## src/rtl/calc_pkg.sv

```systemverilog
// -----------------------------------------------------------------------------
// calc_pkg
// Shared definitions for the serial window-statistics path.
//   PIX_W         : pixel width in bits
//   WIN_AREA_MAX  : largest window area whose sum still fits the 11-bit wsum
//                   of the downstream accumulator at the maximum pixel value 7
//   state_t       : window feeder FSM states
//   is_pow2()     : helper for elaboration-time parameter checks
// -----------------------------------------------------------------------------
package calc_pkg;

    localparam int PIX_W        = 3;
    localparam int WIN_AREA_MAX = 292;

    typedef enum logic [2:0] {
        ST_IDLE,
        ST_CLEAR,
        ST_READ,
        ST_DRAIN,
        ST_DONE
    } state_t;

    function automatic bit is_pow2(input int value);
        return (value > 0) && ((value & (value - 1)) == 0);
    endfunction

endpackage

```

## src/rtl/calc_serial_windowaddr.sv

```systemverilog
// -----------------------------------------------------------------------------
// calc_serial_windowaddr
// Address generator for the window feeder. Clamps the requested origin so the
// window lies fully inside the image, then walks the window row-major using a
// row-base register (advanced by IMG_W per row) plus a column counter.
//   clk, reset : clock and asynchronous active-low reset
//   load       : latch the clamped origin and restart the walk
//   step       : advance to the next pixel (held once the last pixel is hit)
//   x0, y0     : requested window origin
//   addr       : current pixel address = row base + column
//   last       : current address is the final pixel of the window
// -----------------------------------------------------------------------------
module calc_serial_windowaddr
    import calc_pkg::*;
#(
    parameter int WIN_W  = 16,
    parameter int WIN_H  = 16,
    parameter int IMG_W  = 64,
    parameter int IMG_H  = 64,
    parameter int ADDR_W = 12
) (
    input  logic                     clk,
    input  logic                     reset,
    input  logic                     load,
    input  logic                     step,
    input  logic [$clog2(IMG_W)-1:0] x0,
    input  logic [$clog2(IMG_H)-1:0] y0,
    output logic [ADDR_W-1:0]        addr,
    output logic                     last
);

    localparam int XW = $clog2(IMG_W);
    localparam int YW = $clog2(IMG_H);
    localparam int CW = (WIN_W > 1) ? $clog2(WIN_W) : 1;
    localparam int RW = (WIN_H > 1) ? $clog2(WIN_H) : 1;

    localparam logic [XW-1:0]     X_MAX    = XW'(IMG_W - WIN_W);
    localparam logic [YW-1:0]     Y_MAX    = YW'(IMG_H - WIN_H);
    localparam logic [CW-1:0]     COL_LAST = CW'(WIN_W - 1);
    localparam logic [RW-1:0]     ROW_LAST = RW'(WIN_H - 1);
    localparam logic [ADDR_W-1:0] ROW_STEP = ADDR_W'(IMG_W);

    logic [XW-1:0]     xs;
    logic [YW-1:0]     ys;
    logic [ADDR_W-1:0] start_base;
    logic [ADDR_W-1:0] row_base;
    logic [CW-1:0]     col;
    logic [RW-1:0]     row;
    logic              col_wrap;

    // Clamp so the window never extends past the right or bottom edge.
    assign xs = (x0 > X_MAX) ? X_MAX : x0;
    assign ys = (y0 > Y_MAX) ? Y_MAX : y0;

    // IMG_W is a power of two, so ys*IMG_W + xs is plain bit concatenation.
    assign start_base = ADDR_W'({ys, xs});

    assign col_wrap = (col == COL_LAST);
    assign last     = col_wrap && (row == ROW_LAST);
    assign addr     = row_base + ADDR_W'(col);

    // NOTE: state registers use non-blocking assignments so every flop samples
    // the pre-edge values regardless of statement order.
    always_ff @(posedge clk or negedge reset) begin
        if (!reset) begin
            row_base <= '0;
            col      <= '0;
            row      <= '0;
        end else if (load) begin
            row_base <= start_base;
            col      <= '0;
            row      <= '0;
        end else if (step && !last) begin
            if (col_wrap) begin
                col      <= '0;
                row      <= row + RW'(1);
                row_base <= row_base + ROW_STEP;
            end else begin
                col <= col + CW'(1);
            end
        end
    end

endmodule

```

## src/rtl/calc_serial_windowfeed.sv

```systemverilog
// -----------------------------------------------------------------------------
// calc_serial_windowfeed
// Producer side of the serial window-statistics path. A start pulse clears the
// downstream accumulator for one cycle, then reads a WIN_W x WIN_H window out
// of a synchronous-read image memory row-major, one pixel per cycle, and feeds
// each returned pixel to the accumulator. done pulses in the first cycle in
// which the accumulator totals are final (start-to-done latency N+3).
//   clk, reset : clock and asynchronous active-low reset
//   start      : request pulse, honoured only in IDLE
//   x0, y0     : requested window origin, sampled with start
//   busy       : window in progress (CLEAR, READ, DRAIN)
//   done       : one-cycle pulse, accumulator totals final
//   mem_addr   : pixel address row*IMG_W + col
//   mem_rd     : read strobe, data valid on mem_data one cycle later
//   mem_data   : pixel read data
//   wclr_n     : registered active-low accumulator clear
//   wdata      : pixel to accumulator (zero while wable is low)
//   wable      : accumulate enable (mem_rd delayed one cycle)
// -----------------------------------------------------------------------------
module calc_serial_windowfeed
    import calc_pkg::*;
#(
    parameter int WIN_W  = 16,
    parameter int WIN_H  = 16,
    parameter int IMG_W  = 64,
    parameter int IMG_H  = 64,
    parameter int ADDR_W = 12
) (
    input  logic                     clk,
    input  logic                     reset,
    input  logic                     start,
    input  logic [$clog2(IMG_W)-1:0] x0,
    input  logic [$clog2(IMG_H)-1:0] y0,
    output logic                     busy,
    output logic                     done,
    output logic [ADDR_W-1:0]        mem_addr,
    output logic                     mem_rd,
    input  logic [PIX_W-1:0]         mem_data,
    output logic                     wclr_n,
    output logic [PIX_W-1:0]         wdata,
    output logic                     wable
);

    // Elaboration-time parameter checks.
    if (WIN_W * WIN_H > WIN_AREA_MAX) begin : g_area_check
        $error("window area %0d exceeds accumulator limit %0d", WIN_W * WIN_H, WIN_AREA_MAX);
    end
    if (!is_pow2(IMG_W)) begin : g_img_w_check
        $error("IMG_W %0d must be a power of two", IMG_W);
    end
    if ((WIN_W > IMG_W) || (WIN_H > IMG_H)) begin : g_fit_check
        $error("window %0dx%0d larger than image %0dx%0d", WIN_W, WIN_H, IMG_W, IMG_H);
    end
    if (IMG_W * IMG_H > (2 ** ADDR_W)) begin : g_addr_check
        $error("image does not fit in %0d address bits", ADDR_W);
    end

    state_t state;
    state_t next_state;
    logic   load;
    logic   last;

    calc_serial_windowaddr #(
        .WIN_W  (WIN_W),
        .WIN_H  (WIN_H),
        .IMG_W  (IMG_W),
        .IMG_H  (IMG_H),
        .ADDR_W (ADDR_W)
    ) u_addr (
        .clk    (clk),
        .reset  (reset),
        .load   (load),
        .step   (mem_rd),
        .x0     (x0),
        .y0     (y0),
        .addr   (mem_addr),
        .last   (last)
    );

    always_ff @(posedge clk or negedge reset) begin
        if (!reset) begin
            state <= ST_IDLE;
        end else begin
            state <= next_state;
        end
    end

    // NOTE: every signal driven here gets a default first, so no path through
    // the case leaves one unassigned and no latch is inferred.
    always_comb begin
        next_state = state;
        load       = 1'b0;
        busy       = 1'b0;
        done       = 1'b0;
        mem_rd     = 1'b0;
        case (state)
            ST_IDLE: begin
                if (start) begin
                    load       = 1'b1;
                    next_state = ST_CLEAR;
                end
            end
            ST_CLEAR: begin
                busy       = 1'b1;
                next_state = ST_READ;
            end
            ST_READ: begin
                busy   = 1'b1;
                mem_rd = 1'b1;
                if (last) begin
                    next_state = ST_DRAIN;
                end
            end
            ST_DRAIN: begin
                busy       = 1'b1;
                next_state = ST_DONE;
            end
            ST_DONE: begin
                done       = 1'b1;
                next_state = ST_IDLE;
            end
            default: begin
                next_state = ST_IDLE;
            end
        endcase
    end

    // wclr_n is registered from the next state so it is low exactly during
    // CLEAR; wable trails mem_rd by the one-cycle memory read latency.
    always_ff @(posedge clk or negedge reset) begin
        if (!reset) begin
            wclr_n <= 1'b1;
            wable  <= 1'b0;
        end else begin
            wclr_n <= (next_state != ST_CLEAR);
            wable  <= mem_rd;
        end
    end

    assign wdata = wable ? mem_data : '0;

endmodule

```

## config.mk

```make
export PLATFORM = sky130hd
export DESIGN_NAME = calc_serial_windowfeed
export DESIGN_NICKNAME = d
export VERILOG_FILES = /design/src/rtl/calc_pkg.sv /design/src/rtl/calc_serial_windowaddr.sv /design/src/rtl/calc_serial_windowfeed.sv
export SDC_FILE = /design/constraint.sdc
export NUM_CORES = 1
export LEC_CHECK = 0
export ABC_CLOCK_PERIOD_IN_PS = 2300
export CORE_ASPECT_RATIO = 1.5
export CORE_MARGIN = 2
export CORE_UTILIZATION = 30
export CTS_CLUSTER_DIAMETER = 30
export DETAILED_ROUTE_END_ITERATION = 6
export GPL_ROUTABILITY_DRIVEN = 0
export PLACE_DENSITY = 0.52
export SLEW_MARGIN = 15
export SYNTH_ARGS = -nofsm -noshare
export SYNTH_HDL_FRONTEND = slang
export SYNTH_SLANG_ARGS = --single-unit
```

## constraint.sdc

```tcl
create_clock -name clk -period 2.3 [get_ports clk]
set_clock_uncertainty 0.2 [all_clocks]
set_input_delay 0.23 -clock clk [delete_from_list [all_inputs] [get_ports clk]]
set_output_delay 0.23 -clock clk [all_outputs]
set_load 0.01 [all_outputs]
```

==> metrics.md <==
| Metric | Value |
|---|---|
| Max-cap violations | 0 |
| Final cell count without fillers | 276 |
| P&R area growth vs syn | 48.4% |
| Seq/Total Area, Yosys | 0.426 |
| Final setup viols | 3 |
| FF-to-FF Start | u_addr.col[1]$_DFFE_PN0P_ |
| Setup CP Type | flip-flop to output port |
| HPWL Detailed | 2.84 mm |
| Vias per cell | 4.86 |
| Ys flop type | dfrtp_1 |
| Top cell type by total area after synthesis | dfrtp_1 |
| Clk Latency, worst-skew pair | 0.27 ns |
| Failing checks | setup timing |
| HP Class | primary input to async pin |
| Met2 WL | 2.05 mm |
| Layout cells sized above 1 | 0.262 |
| Detailed-routed wire length on met3 | 106 um |
| CP cell instances | buf_6 > fa_2 > a21oi_4 > o21ai_4 > nand2_1 > xnor2_1 > buf_2 |
| Power, Total | 0.00243 W |
| Worst path depth | 7 |
| Root Buffer | clkbuf_8 |
| CTS sink cnt | 25 |
| Post-Route WL | 3.72 mm |
| Hold-fix buffers at CTS | 0 |
| Flop2flop setup slack | 0.19 ns |
| Avg Cell Area, Syn | 9.74 um^2 |
| Antenna viol nets, final | 0 |
| Status | finished, violations left |
| YS warnings | 0 |
| CP arrival | 1.89 ns |
| Final hold vios | 0 |
| Initial antenna violation count | 0 |
| Critical path's top delay family | flip-flops |
| Peak supply drop | 467 uV |
| CP Buf/Inv Count | 2 |
| Synthesized cell area | 1470 um^2 |
| Vias | 1342 |
| Crit path launch type | flip-flop |
| Highest metal used | met4 |
| Final setup TNS | -0.0556 ns |
| Cell count after synthesis | 151 |
| H-tree levels | 1 |
| Post-synth cell types | 39 |
| Crit. Startpoint | u_addr.row_base[1]$_DFFE_PN0P_ |
| Post-synth EDFFs | 0 |
| Syn_nets | 177 |
| Pre-Repair DR Iteration Count | 4 |
| Wire per inst | 13.5 um |
| Leakage Power | 1.00 nW |
| Row Count | 31 |
| CP max stage delay | 0.43 ns |
| Slew HR | 0.653 |
| # DRC | 0 |
| Vias in the first global route | 1390 |
| Critical Path End | mem_addr[8] |
| Crit path max fanout | 3 |
| Crit path required time | 1.87 ns |
| Core ar. | 4770 um^2 |
| Max Clk Rate | 430 MHz |
| Max Root-Sink Buffers | 2 |
| Min cycle time layout | 2.32 ns |
| Initial Utilization | 0.308 |
| Slew Limit Fails | 0 |
| Die Area | 5490 um^2 |
| Reg2reg end | u_addr.row[3]$_DFFE_PN0P_ |
| Worst-case reg-to-reg path depth | 7 |
| Critical path's slowest cell | dfrtp_1 |
| Pwr/cell area | 1110 nW/um^2 |
| Final worst-path cycle share | 1.01 |
| CP endpoint kind | output port |
| DRT iter0 DRCs | 16 |
| Pin count of the biggest net entering global routing | 26 |
| Total gr overflow | 0 |
| Async set-reset flop share out of synthesis | 1.00 |
| Gr usage total | 0.142 |
| Global-route wire length before repair | 6.20 mm |
| Top post-synthesis cells by area | dfrtp_1 (41%), xnor2_1 (6.6%), ha_1 (6.0%) |
| Die height | 89.7 um |
| RSZ-0062 raised after global routing | true |
| PortBufs | 37 |
| Worst-Margin Slew | 0.516 ns |
| # diodes | 0 |
| Clk pin slew, worst setup/hold paths | 0.10 ns |
| # IOs | 38 |
| Die W | 61.2 um |
| CTS tree | done |
| Final Net Count | 237 |
| Met1 WL | 1.50 mm |
| Number of synthesized register bits | 25 |
| Number of fill cells | 470 |
| TritonCTS buffer count | 3 |
| Top cell type's share of synthesized area | 0.409 |
| Cell count after placement | 265 |
| Final worst slack | -0.0247 ns |
==> layout make-up <==
class | instances | area (um^2) | share of cell area
clock inverter | 1 | 7.51 | 0.00344
tap | 66 | 82.6 | 0.0378
sequential | 25 | 628 | 0.288
clock buffer | 3 | 41.3 | 0.0189
timing repair buffer | 61 | 514 | 0.236
inverter | 4 | 20.0 | 0.00917
multi-input combinational | 116 | 888 | 0.407
==> registers in the layout (all words and copies together) (netlist names) <==
| signal | cells |
|---|---|
| wable | 1 |
| state | 3 |
| u_addr.row | 4 |
| u_addr.row_base | 12 |
| wclr_n | 1 |
| u_addr.col | 4 |
==> cells by family (layout without fill, tap and decap cells) <==
group                    after synthesis  in the layout  share of synthesized area
flip-flops                            25             25                      0.426
AO/OA/AOI/OAI                         23             23                      0.107
multiplexers                           4              4                     0.0281
AND/OR/NAND/NOR                       64             64                      0.233
buffers and inverters                 10             69                     0.0306
XOR/XNOR                              17             17                      0.101
adder cells (fa/ha/maj)                8              8                     0.0732
==> cells in the mapped netlist (2+ instances only) <==
cell type and count:
o31ai_1 2, nand3_1 9, and2_1 4, clkbuf_1 2
nor3_1 2, xor2_1 6, nor2_1 8, mux2i_1 3
xnor2_1 11, inv_1 3, ha_1 7, nand4_1 7
buf_2 2, a21oi_1 5, o211ai_1 2, o21bai_1 2
buf_1 2, dfrtp_1 24, nand2_1 22, a22o_1 3
and3_1 4, o21ai_0 4
==> worst reg2reg max path: cells and delay by family, from the launching register on <==
family | cells | cell delay (ns)
and+or+nand+nor | 4 | 0.99
adders and majority gates | 1 | 0.20
DFF | 1 | 0.42
buffers and inverters | 2 | 0.25
==> cell usage in the layout (no fill, tap or decap), types with 4 or more instances in the layout <==
cell / n
and2_1: 4
nand3_1: 9
nand4_1: 7
clkdlybuf4s50_1: 26
nor2_1: 8
xnor2_1: 10
nand2_1: 21
buf_4: 22
dfrtp_1: 23
and3_1: 4
a21oi_1: 4
xor2_1: 6
buf_2: 7
==> report_power, final <==
group	internal [W]	total, W	switching, W
logic	0.000750	0.00141	0.000657
clock network	0.000123	0.000269	0.000146
registers	0.000593	0.000754	0.000161
==> worst min-delay path by stage <==
| stage | start | depth (start not counted) | endpoint |
|---|---|---|---|
| 6_report | reset | 2 | state[2]$_DFF_PN0_ |
| 5_1_grt | reset | 2 | u_addr.col[1]$_DFFE_PN0P_ |
| 4_1_cts | reset | 2 | u_addr.row_base[3]$_DFFE_PN0P_ |
| 3_5_place_dp | u_addr.row_base[0]$_DFFE_PN0P_ | 2 | u_addr.row_base[0]$_DFFE_PN0P_ |
| 3_3_place_gp | u_addr.row_base[0]$_DFFE_PN0P_ | 2 | u_addr.row_base[0]$_DFFE_PN0P_ |
| 2_1_floorplan | reset | 0 | state[0]$_DFF_PN0_ |
==> per-stage QoR <==
step | area (um^2) | setup WS (ns) | util | hold WS [ns]
final | 2180 | -0.0247 | 0.457 | 0.119
after global routing | 2180 | -0.114 | 0.457 | 0.142
after CTS | 2120 | -0.0238 | 0.445 | 0.130
after detailed placement | 2030 | -0.380 | 0.426 | 0.273
after global placement | 2030 | -0.338 | 0.426 | 0.257
after floorplan | 1470 | 0.223 | - | -0.266
==> what timing repair did <==
item                                    4_1_cts  5_1_grt
endpoints found under the setup margin       11        7
buffers inserted                              4        3
pin swaps                                     5       13
resized for setup                            42       10
==> layer usage <==
layer	vias up	GRT usage
met2	22	0.241
met1	657	0.180
li1	657	-
met4	0	0.0453
met5	-	0
met3	6	0.0158
Power figures use the tool's default switching activity.
